[src/rtl/lsu_pkg.sv]
// Shared types and the alignment check for the load/store read-modify-write unit.
package lsu_pkg;

  typedef enum logic [1:0] {
    SZ_BYTE = 2'b00,
    SZ_HALF = 2'b01,
    SZ_WORD = 2'b10
  } lsu_size_e;

  typedef enum logic [1:0] {
    IDLE,
    RD,
    WR
  } lsu_state_e;

  // Flags an illegal size code (2'b11) as well as a true misalignment.
  function automatic logic is_misaligned(input logic [1:0] size, input logic [1:0] addr_lo);
    logic bad;
    case (size)
      SZ_BYTE: bad = 1'b0;
      SZ_HALF: bad = addr_lo[0];
      SZ_WORD: bad = (addr_lo != 2'b00);
      default: bad = 1'b1;
    endcase
    return bad;
  endfunction

endpackage

[src/rtl/lsu_rmw_if.sv]
// Request/response handshake plus word-memory bus of the load/store unit.
interface lsu_rmw_if #(
  parameter int ADDRESS_WIDTH = 32,
  parameter int DATA_WIDTH    = 32
);
  logic                     req_valid;
  logic                     req_ready;
  logic                     req_we;
  logic [1:0]               req_size;
  logic                     req_unsigned;
  logic [ADDRESS_WIDTH-1:0] req_addr;
  logic [DATA_WIDTH-1:0]    req_wdata;
  logic                     resp_valid;
  logic [DATA_WIDTH-1:0]    resp_rdata;
  logic                     resp_err;
  logic                     mem_we;
  logic [ADDRESS_WIDTH-1:0] mem_addr;
  logic [DATA_WIDTH-1:0]    mem_wdata;
  logic [DATA_WIDTH-1:0]    mem_rdata;

  modport slave (
    input  req_valid, req_we, req_size, req_unsigned, req_addr, req_wdata, mem_rdata,
    output req_ready, resp_valid, resp_rdata, resp_err, mem_we, mem_addr, mem_wdata
  );

  modport master (
    output req_valid, req_we, req_size, req_unsigned, req_addr, req_wdata, mem_rdata,
    input  req_ready, resp_valid, resp_rdata, resp_err, mem_we, mem_addr, mem_wdata
  );
endinterface

[src/rtl/lsu_lane_align.sv]
// Combinational little-endian lane extraction/extension and sub-word merge.
module lsu_lane_align
  import lsu_pkg::*;
(
  input  logic [31:0] rd_word,
  input  logic [31:0] wdata,
  input  logic [1:0]  size,
  input  logic [1:0]  lane,
  input  logic        is_unsigned,
  output logic [31:0] load_data,
  output logic [31:0] merged
);

  function automatic logic [31:0] extract(input logic [31:0] word, input logic [1:0] sz,
                                          input logic [1:0] ln, input logic uns);
    logic [7:0]  b;
    logic [15:0] h;
    logic [31:0] r;
    b = word[{ln, 3'b000} +: 8];
    h = word[{ln[1], 4'b0000} +: 16];
    case (sz)
      SZ_BYTE: r = {{24{~uns & b[7]}}, b};
      SZ_HALF: r = {{16{~uns & h[15]}}, h};
      default: r = word;
    endcase
    return r;
  endfunction

  function automatic logic [31:0] merge(input logic [31:0] old, input logic [31:0] wd,
                                        input logic [1:0] sz, input logic [1:0] ln);
    logic [31:0] r;
    r = old;
    case (sz)
      SZ_BYTE: r[{ln, 3'b000} +: 8] = wd[7:0];
      SZ_HALF: r[{ln[1], 4'b0000} +: 16] = wd[15:0];
      default: r = wd;
    endcase
    return r;
  endfunction

  assign load_data = extract(rd_word, size, lane, is_unsigned);
  assign merged    = merge(rd_word, wdata, size, lane);

endmodule

[src/rtl/lsu_rmw.sv]
// Load/store initiator: byte/half/word requests mapped onto a word memory,
// sub-word stores done as read-modify-write.
module lsu_rmw
  import lsu_pkg::*;
#(
  parameter int ADDRESS_WIDTH = 32,
  parameter int DATA_WIDTH    = 32
) (
  input logic        clk,
  input logic        rst,
  lsu_rmw_if.slave   bus
);

  if (DATA_WIDTH != 32) begin : g_bad_width
    $error("lsu_rmw supports DATA_WIDTH == 32 only");
  end

  lsu_state_e               state_reg, state_next;
  logic                     we_reg, unsigned_reg;
  logic [1:0]               size_reg;
  logic [ADDRESS_WIDTH-1:0] addr_reg;
  logic [31:0]              wdata_reg, merge_reg;
  logic                     resp_valid_reg, resp_valid_next;
  logic                     resp_err_reg, resp_err_next;
  logic [31:0]              resp_rdata_reg, resp_rdata_next;
  logic                     mem_we_c;
  logic [ADDRESS_WIDTH-1:0] mem_addr_c;
  logic [31:0]              mem_wdata_c;
  logic [31:0]              load_data, merged;
  logic                     accept, acc_err;
  logic [ADDRESS_WIDTH-1:0] word_addr;

  assign bus.req_ready = (state_reg == IDLE) && !rst;
  assign accept        = bus.req_valid && bus.req_ready;
  assign acc_err       = is_misaligned(bus.req_size, bus.req_addr[1:0]);
  assign word_addr     = {addr_reg[ADDRESS_WIDTH-1:2], 2'b00};

  lsu_lane_align u_align (
    .rd_word    (bus.mem_rdata),
    .wdata      (wdata_reg),
    .size       (size_reg),
    .lane       (addr_reg[1:0]),
    .is_unsigned(unsigned_reg),
    .load_data  (load_data),
    .merged     (merged)
  );

  always_comb begin
    state_next      = state_reg;
    resp_valid_next = 1'b0;
    resp_err_next   = 1'b0;
    resp_rdata_next = 32'd0;
    mem_we_c        = 1'b0;
    mem_addr_c      = '0;
    mem_wdata_c     = 32'd0;
    case (state_reg)
      IDLE: begin
        if (accept) begin
          if (acc_err) begin
            resp_valid_next = 1'b1;
            resp_err_next   = 1'b1;
          end else if (!bus.req_we || bus.req_size != SZ_WORD) begin
            state_next = RD;
          end else begin
            state_next = WR;
          end
        end
      end
      RD: begin
        mem_addr_c = word_addr;
        if (we_reg) begin
          state_next = WR;
        end else begin
          state_next      = IDLE;
          resp_valid_next = 1'b1;
          resp_rdata_next = load_data;
        end
      end
      WR: begin
        mem_addr_c      = word_addr;
        mem_we_c        = !rst;
        mem_wdata_c     = (size_reg == SZ_WORD) ? wdata_reg : merge_reg;
        state_next      = IDLE;
        resp_valid_next = 1'b1;
      end
      default: state_next = IDLE;
    endcase
  end

  always_ff @(posedge clk) begin
    if (rst) begin
      state_reg      <= IDLE;
      we_reg         <= 1'b0;
      unsigned_reg   <= 1'b0;
      size_reg       <= 2'b00;
      addr_reg       <= '0;
      wdata_reg      <= 32'd0;
      merge_reg      <= 32'd0;
      resp_valid_reg <= 1'b0;
      resp_err_reg   <= 1'b0;
      resp_rdata_reg <= 32'd0;
    end else begin
      state_reg      <= state_next;
      resp_valid_reg <= resp_valid_next;
      resp_err_reg   <= resp_err_next;
      resp_rdata_reg <= resp_rdata_next;
      if (accept) begin
        we_reg       <= bus.req_we;
        unsigned_reg <= bus.req_unsigned;
        size_reg     <= bus.req_size;
        addr_reg     <= bus.req_addr;
        wdata_reg    <= bus.req_wdata;
      end
      // Merge is resolved while the old word is on the bus, so WR only replays it.
      if (state_reg == RD && we_reg) merge_reg <= merged;
    end
  end

  assign bus.resp_valid = resp_valid_reg;
  assign bus.resp_err   = resp_err_reg;
  assign bus.resp_rdata = resp_rdata_reg;
  assign bus.mem_we     = mem_we_c;
  assign bus.mem_addr   = mem_addr_c;
  assign bus.mem_wdata  = mem_wdata_c;

endmodule

[src/flat_wrapper.sv]
// flat-port wrapper written by rule: the top's interface ports become plain ports
module lsu_rmw_flat import lsu_pkg::*;
#(
  parameter int ADDRESS_WIDTH = 32,
  parameter int DATA_WIDTH    = 32
)
  (clk, rst, bus_req_valid, bus_req_we, bus_req_size, bus_req_unsigned, bus_req_addr, bus_req_wdata, bus_mem_rdata, bus_req_ready, bus_resp_valid, bus_resp_rdata, bus_resp_err, bus_mem_we, bus_mem_addr, bus_mem_wdata);
  lsu_rmw_if #(.ADDRESS_WIDTH(ADDRESS_WIDTH), .DATA_WIDTH(DATA_WIDTH)) bus_i ();
  input logic clk;
  input logic rst;
  input wire logic [$bits(bus_i.req_valid)-1:0] bus_req_valid;
  input wire logic [$bits(bus_i.req_we)-1:0] bus_req_we;
  input wire logic [$bits(bus_i.req_size)-1:0] bus_req_size;
  input wire logic [$bits(bus_i.req_unsigned)-1:0] bus_req_unsigned;
  input wire logic [$bits(bus_i.req_addr)-1:0] bus_req_addr;
  input wire logic [$bits(bus_i.req_wdata)-1:0] bus_req_wdata;
  input wire logic [$bits(bus_i.mem_rdata)-1:0] bus_mem_rdata;
  output wire logic [$bits(bus_i.req_ready)-1:0] bus_req_ready;
  output wire logic [$bits(bus_i.resp_valid)-1:0] bus_resp_valid;
  output wire logic [$bits(bus_i.resp_rdata)-1:0] bus_resp_rdata;
  output wire logic [$bits(bus_i.resp_err)-1:0] bus_resp_err;
  output wire logic [$bits(bus_i.mem_we)-1:0] bus_mem_we;
  output wire logic [$bits(bus_i.mem_addr)-1:0] bus_mem_addr;
  output wire logic [$bits(bus_i.mem_wdata)-1:0] bus_mem_wdata;
  assign bus_i.req_valid = bus_req_valid;
  assign bus_i.req_we = bus_req_we;
  assign bus_i.req_size = bus_req_size;
  assign bus_i.req_unsigned = bus_req_unsigned;
  assign bus_i.req_addr = bus_req_addr;
  assign bus_i.req_wdata = bus_req_wdata;
  assign bus_i.mem_rdata = bus_mem_rdata;
  assign bus_req_ready = bus_i.req_ready;
  assign bus_resp_valid = bus_i.resp_valid;
  assign bus_resp_rdata = bus_i.resp_rdata;
  assign bus_resp_err = bus_i.resp_err;
  assign bus_mem_we = bus_i.mem_we;
  assign bus_mem_addr = bus_i.mem_addr;
  assign bus_mem_wdata = bus_i.mem_wdata;
  lsu_rmw #(.ADDRESS_WIDTH(ADDRESS_WIDTH), .DATA_WIDTH(DATA_WIDTH)) u_core (.clk(clk), .rst(rst), .bus(bus_i));
endmodule
[config.mk]
export PLATFORM = sky130hd
export DESIGN_NAME = lsu_rmw_flat
export DESIGN_NICKNAME = d
export VERILOG_FILES = /design/src/rtl/lsu_pkg.sv /design/src/rtl/lsu_rmw_if.sv /design/src/rtl/lsu_lane_align.sv /design/src/rtl/lsu_rmw.sv /design/src/flat_wrapper.sv
export SDC_FILE = /design/constraint.sdc
export NUM_CORES = 1
export LEC_CHECK = 0
export ABC_AREA = 0
export CORE_MARGIN = 3
export CORE_UTILIZATION = 49
export CTS_CLUSTER_DIAMETER = 100
export DETAILED_ROUTE_END_ITERATION = 7
export PLACE_DENSITY = 0.88
export SLEW_MARGIN = 20
export SYNTH_ARGS = -nofsm -noshare
export SYNTH_HDL_FRONTEND = slang
export SYNTH_HIERARCHICAL = 1
export SYNTH_SLANG_ARGS = --single-unit
[constraint.sdc]
create_clock -name clk -period 2.3 [get_ports clk]
set_input_delay 0.345 -clock clk [delete_from_list [all_inputs] [get_ports clk]]
set_output_delay 0.345 -clock clk [all_outputs]
set_load 0.01 [all_outputs]
==> results.json, run 1 <==
{
  "outcome": "complete, no violations",
  "ir_drop_v": 0.000460,
  "syn_inst": 935,
  "dpl_cell_area_mm2": 0.00969,
  "clk_pin_slew_ns": 0.06,
  "crit_end": "bus_mem_wdata[19]",
  "cts_sinks": 136,
  "synth_cell_type_count": 66,
  "drt_pass1_iterations": 7,
  "place_inst": 1283,
  "rrSetupSlack_ns": 0.13,
  "grt_pass1_vias": 7165,
  "ys_ff_latch": 136,
  "coreArea_mm2": 0.0148,
  "finalNonFillerCells": 1317,
  "max_cap_viol_count": 0,
  "design_power_total_mw": 7.07,
  "hold_viol_final": 0,
  "seq_area_frac_synth_pct": 36.3,
  "cts_buffers": 17,
  "fin_crit_ns": 2.23,
  "grt_max_degree": 72,
  "ant_nets": 0,
  "path_delay_family": "buffers and inverters",
  "synth_edf_count": 0,
  "p_leak_nw": 4.21,
  "clk_latency_ns": 0.42,
  "timing.rr.start": "u_core/addr_reg[1]$_SDFFE_PP0P_",
  "cp-end-kind": "primary output",
  "relSlewSlack_pct": 55.5,
  "gp_congestion": 1.03,
  "finalSetupTns_ns": 0,
  "r2r_end": "u_core/merge_reg[19]$_SDFFE_PP0N_",
  "critical_path_peak_fanout": 16,
  "postLayoutCellArea_mm2": 0.0104,
  "nets": 1232,
  "drive_above_1_share_pct": 10.9,
  "rsz0062_at_grt": "no",
  "wl_per_cell_um": 19.0,
  "drt-total-wl_um": 25000,
  "crit_chain": "nand2b_4, bufbuf_16, nand2_1, a21boi_0, dlygate4sd2_1",
  "syn2layout_area_growth_pct": 38.4,
  "cts-root-buf": "clkbuf_16",
  "power_density_mw_per_mm2": 681,
  "hold_class": "in -> reg",
  "final_cell_mix": "nand2_1, clkdlybuf4s50_1, dfxtp_1",
  "slowest_delay_ns": 0.37,
  "period_share_pct": 96.8,
  "syn_area_mm2": 0.00750,
  "worstPathArrival_ns": 1.88,
  "worst_slew_pin_slew_ns": 0.663,
  "synthFlopType": "dfxtp_1",
  "die_w_um": 130,
  "postSynthAreaPerCell_um2": 8.02,
  "cts_tree": "yes",
  "crit_cells": 5,
  "finalMaxSlewViolations": 0,
  "required_ns": 1.96,
  "port_buffers": 200,
  "synth-async-reset-ratio_pct": 0,
  "drc_errors": 0,
  "vias": 7687,
  "antennaDiodeCount": 0,
  "rr_worst_depth": 7,
  "grt_overflow": 0,
  "num_rows": 44,
  "fin_util_pct": 70.4,
  "yosys_warnings": 6,
  "io_pins": 203,
  "grt_usage_pct": 28.7,
  "startpoint": "u_core/size_reg[0]$_SDFFE_PP0P_",
  "holdBufCountCts": 0,
  "cp_num_buf_inv": 2,
  "clock_path_buffers": 2,
  "crit_slowest_cell": "dfxtp_2",
  "critical_path_class": "reg -> out",
  "dpl.hpwl_um": 17300,
  "htreeDepth": 4,
  "setup_violations": 0,
  "fin_worst_skew_ns": 0.0136,
  "critPathLaunchType": "register",
  "dieArea_mm2": 0.0168,
  "drt_iter0_markers": 963,
  "antenna_found_initial": 0,
  "max_freq_mhz": 449,
  "initial_utilization_pct": 50.8,
  "grt_pass1_wl_um": 37800,
  "final_common_cell": "nand2_1",
  "vias_per_cell": 5.84,
  "die_h_um": 130
}
==> cell families (layout without fill, tap and decap cells) <==
kind of cell	after synthesis	in the layout	synth area share, %
AND/OR/NAND/NOR	427	427	28.3
AO/OA/AOI/OAI	248	248	23.8
flip-flops	136	136	36.3
buffers and inverters	88	285	6.36
multiplexers	26	26	3.69
adder cells (fa/ha/maj)	9	9	1.50
other	1	2	0.0500
==> worst min path at each step <==
stage | startpoint | end | slack [ns] | depth (start not counted)
2_1_floorplan | u_core/merge_reg[0]$_SDFFE_PP0N_ | u_core/merge_reg[0]$_SDFFE_PP0N_ | 0.44 | 2
3_3_place_gp | u_core/merge_reg[0]$_SDFFE_PP0N_ | u_core/merge_reg[0]$_SDFFE_PP0N_ | 0.44 | 2
3_5_place_dp | u_core/merge_reg[4]$_SDFFE_PP0N_ | u_core/merge_reg[4]$_SDFFE_PP0N_ | 0.45 | 2
4_1_cts | rst | u_core/state_reg[0]$_SDFFE_PP0P_ | 0.32 | 4
5_1_grt | rst | u_core/state_reg[0]$_SDFFE_PP0P_ | 0.35 | 4
6_report | rst | u_core/state_reg[0]$_SDFFE_PP0P_ | 0.32 | 4
==> repair_timing <==
| item | CTS | global route |
|---|---|---|
| buffers inserted | 0 | 0 |
| pin swaps | 0 | 0 |
| resized for setup | 62 | 19 |
| gates cloned | 2 | 0 |
| endpoints found under the setup margin | 64 | 32 |
==> cell usage after synthesis (2+ instances only) <==
cell type / count / area [um2]
mux2_1: 7 / 78.8
clkbuf_2: 2 / 10.0
o21ai_1: 11 / 55.1
mux2_2: 2 / 22.5
ha_1: 9 / 113
buf_6: 11 / 124
dfxtp_1: 136 / 2720
nor3_2: 2 / 20.0
a22o_1: 22 / 193
nor2_2: 2 / 12.5
inv_1: 11 / 41.3
buf_4: 5 / 37.5
a41oi_1: 8 / 70.1
and2_1: 63 / 394
o211ai_1: 7 / 52.6
o221ai_2: 8 / 120
a22oi_1: 11 / 82.6
clkbuf_1: 31 / 116
nor2_1: 12 / 45.0
a21boi_0: 32 / 240
o21ai_0: 65 / 325
buf_1: 2 / 7.51
nand2_1: 240 / 901
o21ai_2: 11 / 96.3
a221o_1: 15 / 150
nor2b_1: 18 / 113
buf_2: 23 / 115
a21oi_1: 38 / 190
mux2i_1: 16 / 160
nand2b_1: 71 / 444
o221ai_1: 8 / 70.1
a211oi_1: 2 / 15.0
==> final cells by class <==
cell class	count	area, um2
inverter	13	51.3
tap	184	230
multi-input combinational	712	4340
clock buffer	17	425
fill	1145	4370
sequential	136	2730
timing repair buffer	240	2420
clock inverter	15	176
==> worst reg2reg max path, cell delays in order, from the launching register on <==
cell and delay, ns:
dfxtp_1 0.33, buf_4 0.29, ha_1 0.32, nor2_1 0.46
a22oi_1 0.26, o221ai_2 0.21, nand2_1 0.09, a21oi_1 0.14
==> report_power, final <==
part,switching (mW),internal (mW)
Clock,1.07,1.71
Combinational,0.862,0.806
Sequential,0.130,2.50
Total,2.06,5.01
==> metal layers <==
metal | track usage (%) | up-vias | wire [um]
met2 | 44.5 | 514 | 10900
met5 | 0 | - | 0
met1 | 36.8 | 3509 | 9770
met3 | 8.60 | 116 | 3080
met4 | 13.5 | 0 | 1170
li1 | - | 3548 | -
==> through the flow <==
stage	hold slack [ns]	worst slack, ns
final	0.318	0.0727
after global placement	0.444	0.240
after CTS	0.319	-0.0789
after floorplan	0.437	0.164
after global routing	0.346	0.00374
after detailed placement	0.447	0.225
Power figures use the tool's default switching activity.
==> run 2, diff against run 1 <==
--- a/config.mk
+++ b/config.mk
@@ -8,7 +8,7 @@
 export ABC_AREA = 0
 export CORE_MARGIN = 3
 export CORE_UTILIZATION = 49
-export CTS_CLUSTER_DIAMETER = 100
+export CTS_CLUSTER_DIAMETER = 60
 export DETAILED_ROUTE_END_ITERATION = 7
 export PLACE_DENSITY = 0.88
 export SLEW_MARGIN = 20
==> results of run 2 <==
No change in the layout: final DEF, timing and power equal those of run 1.
==> run 3, diff against run 2 <==
--- a/config.mk
+++ b/config.mk
@@ -9,6 +9,7 @@
 export CORE_MARGIN = 3
 export CORE_UTILIZATION = 49
 export CTS_CLUSTER_DIAMETER = 60
+export CTS_CLUSTER_SIZE = 10
 export DETAILED_ROUTE_END_ITERATION = 7
 export PLACE_DENSITY = 0.88
 export SLEW_MARGIN = 20
==> results of run 3 <==
No change in the layout: final DEF, timing and power equal those of run 1.
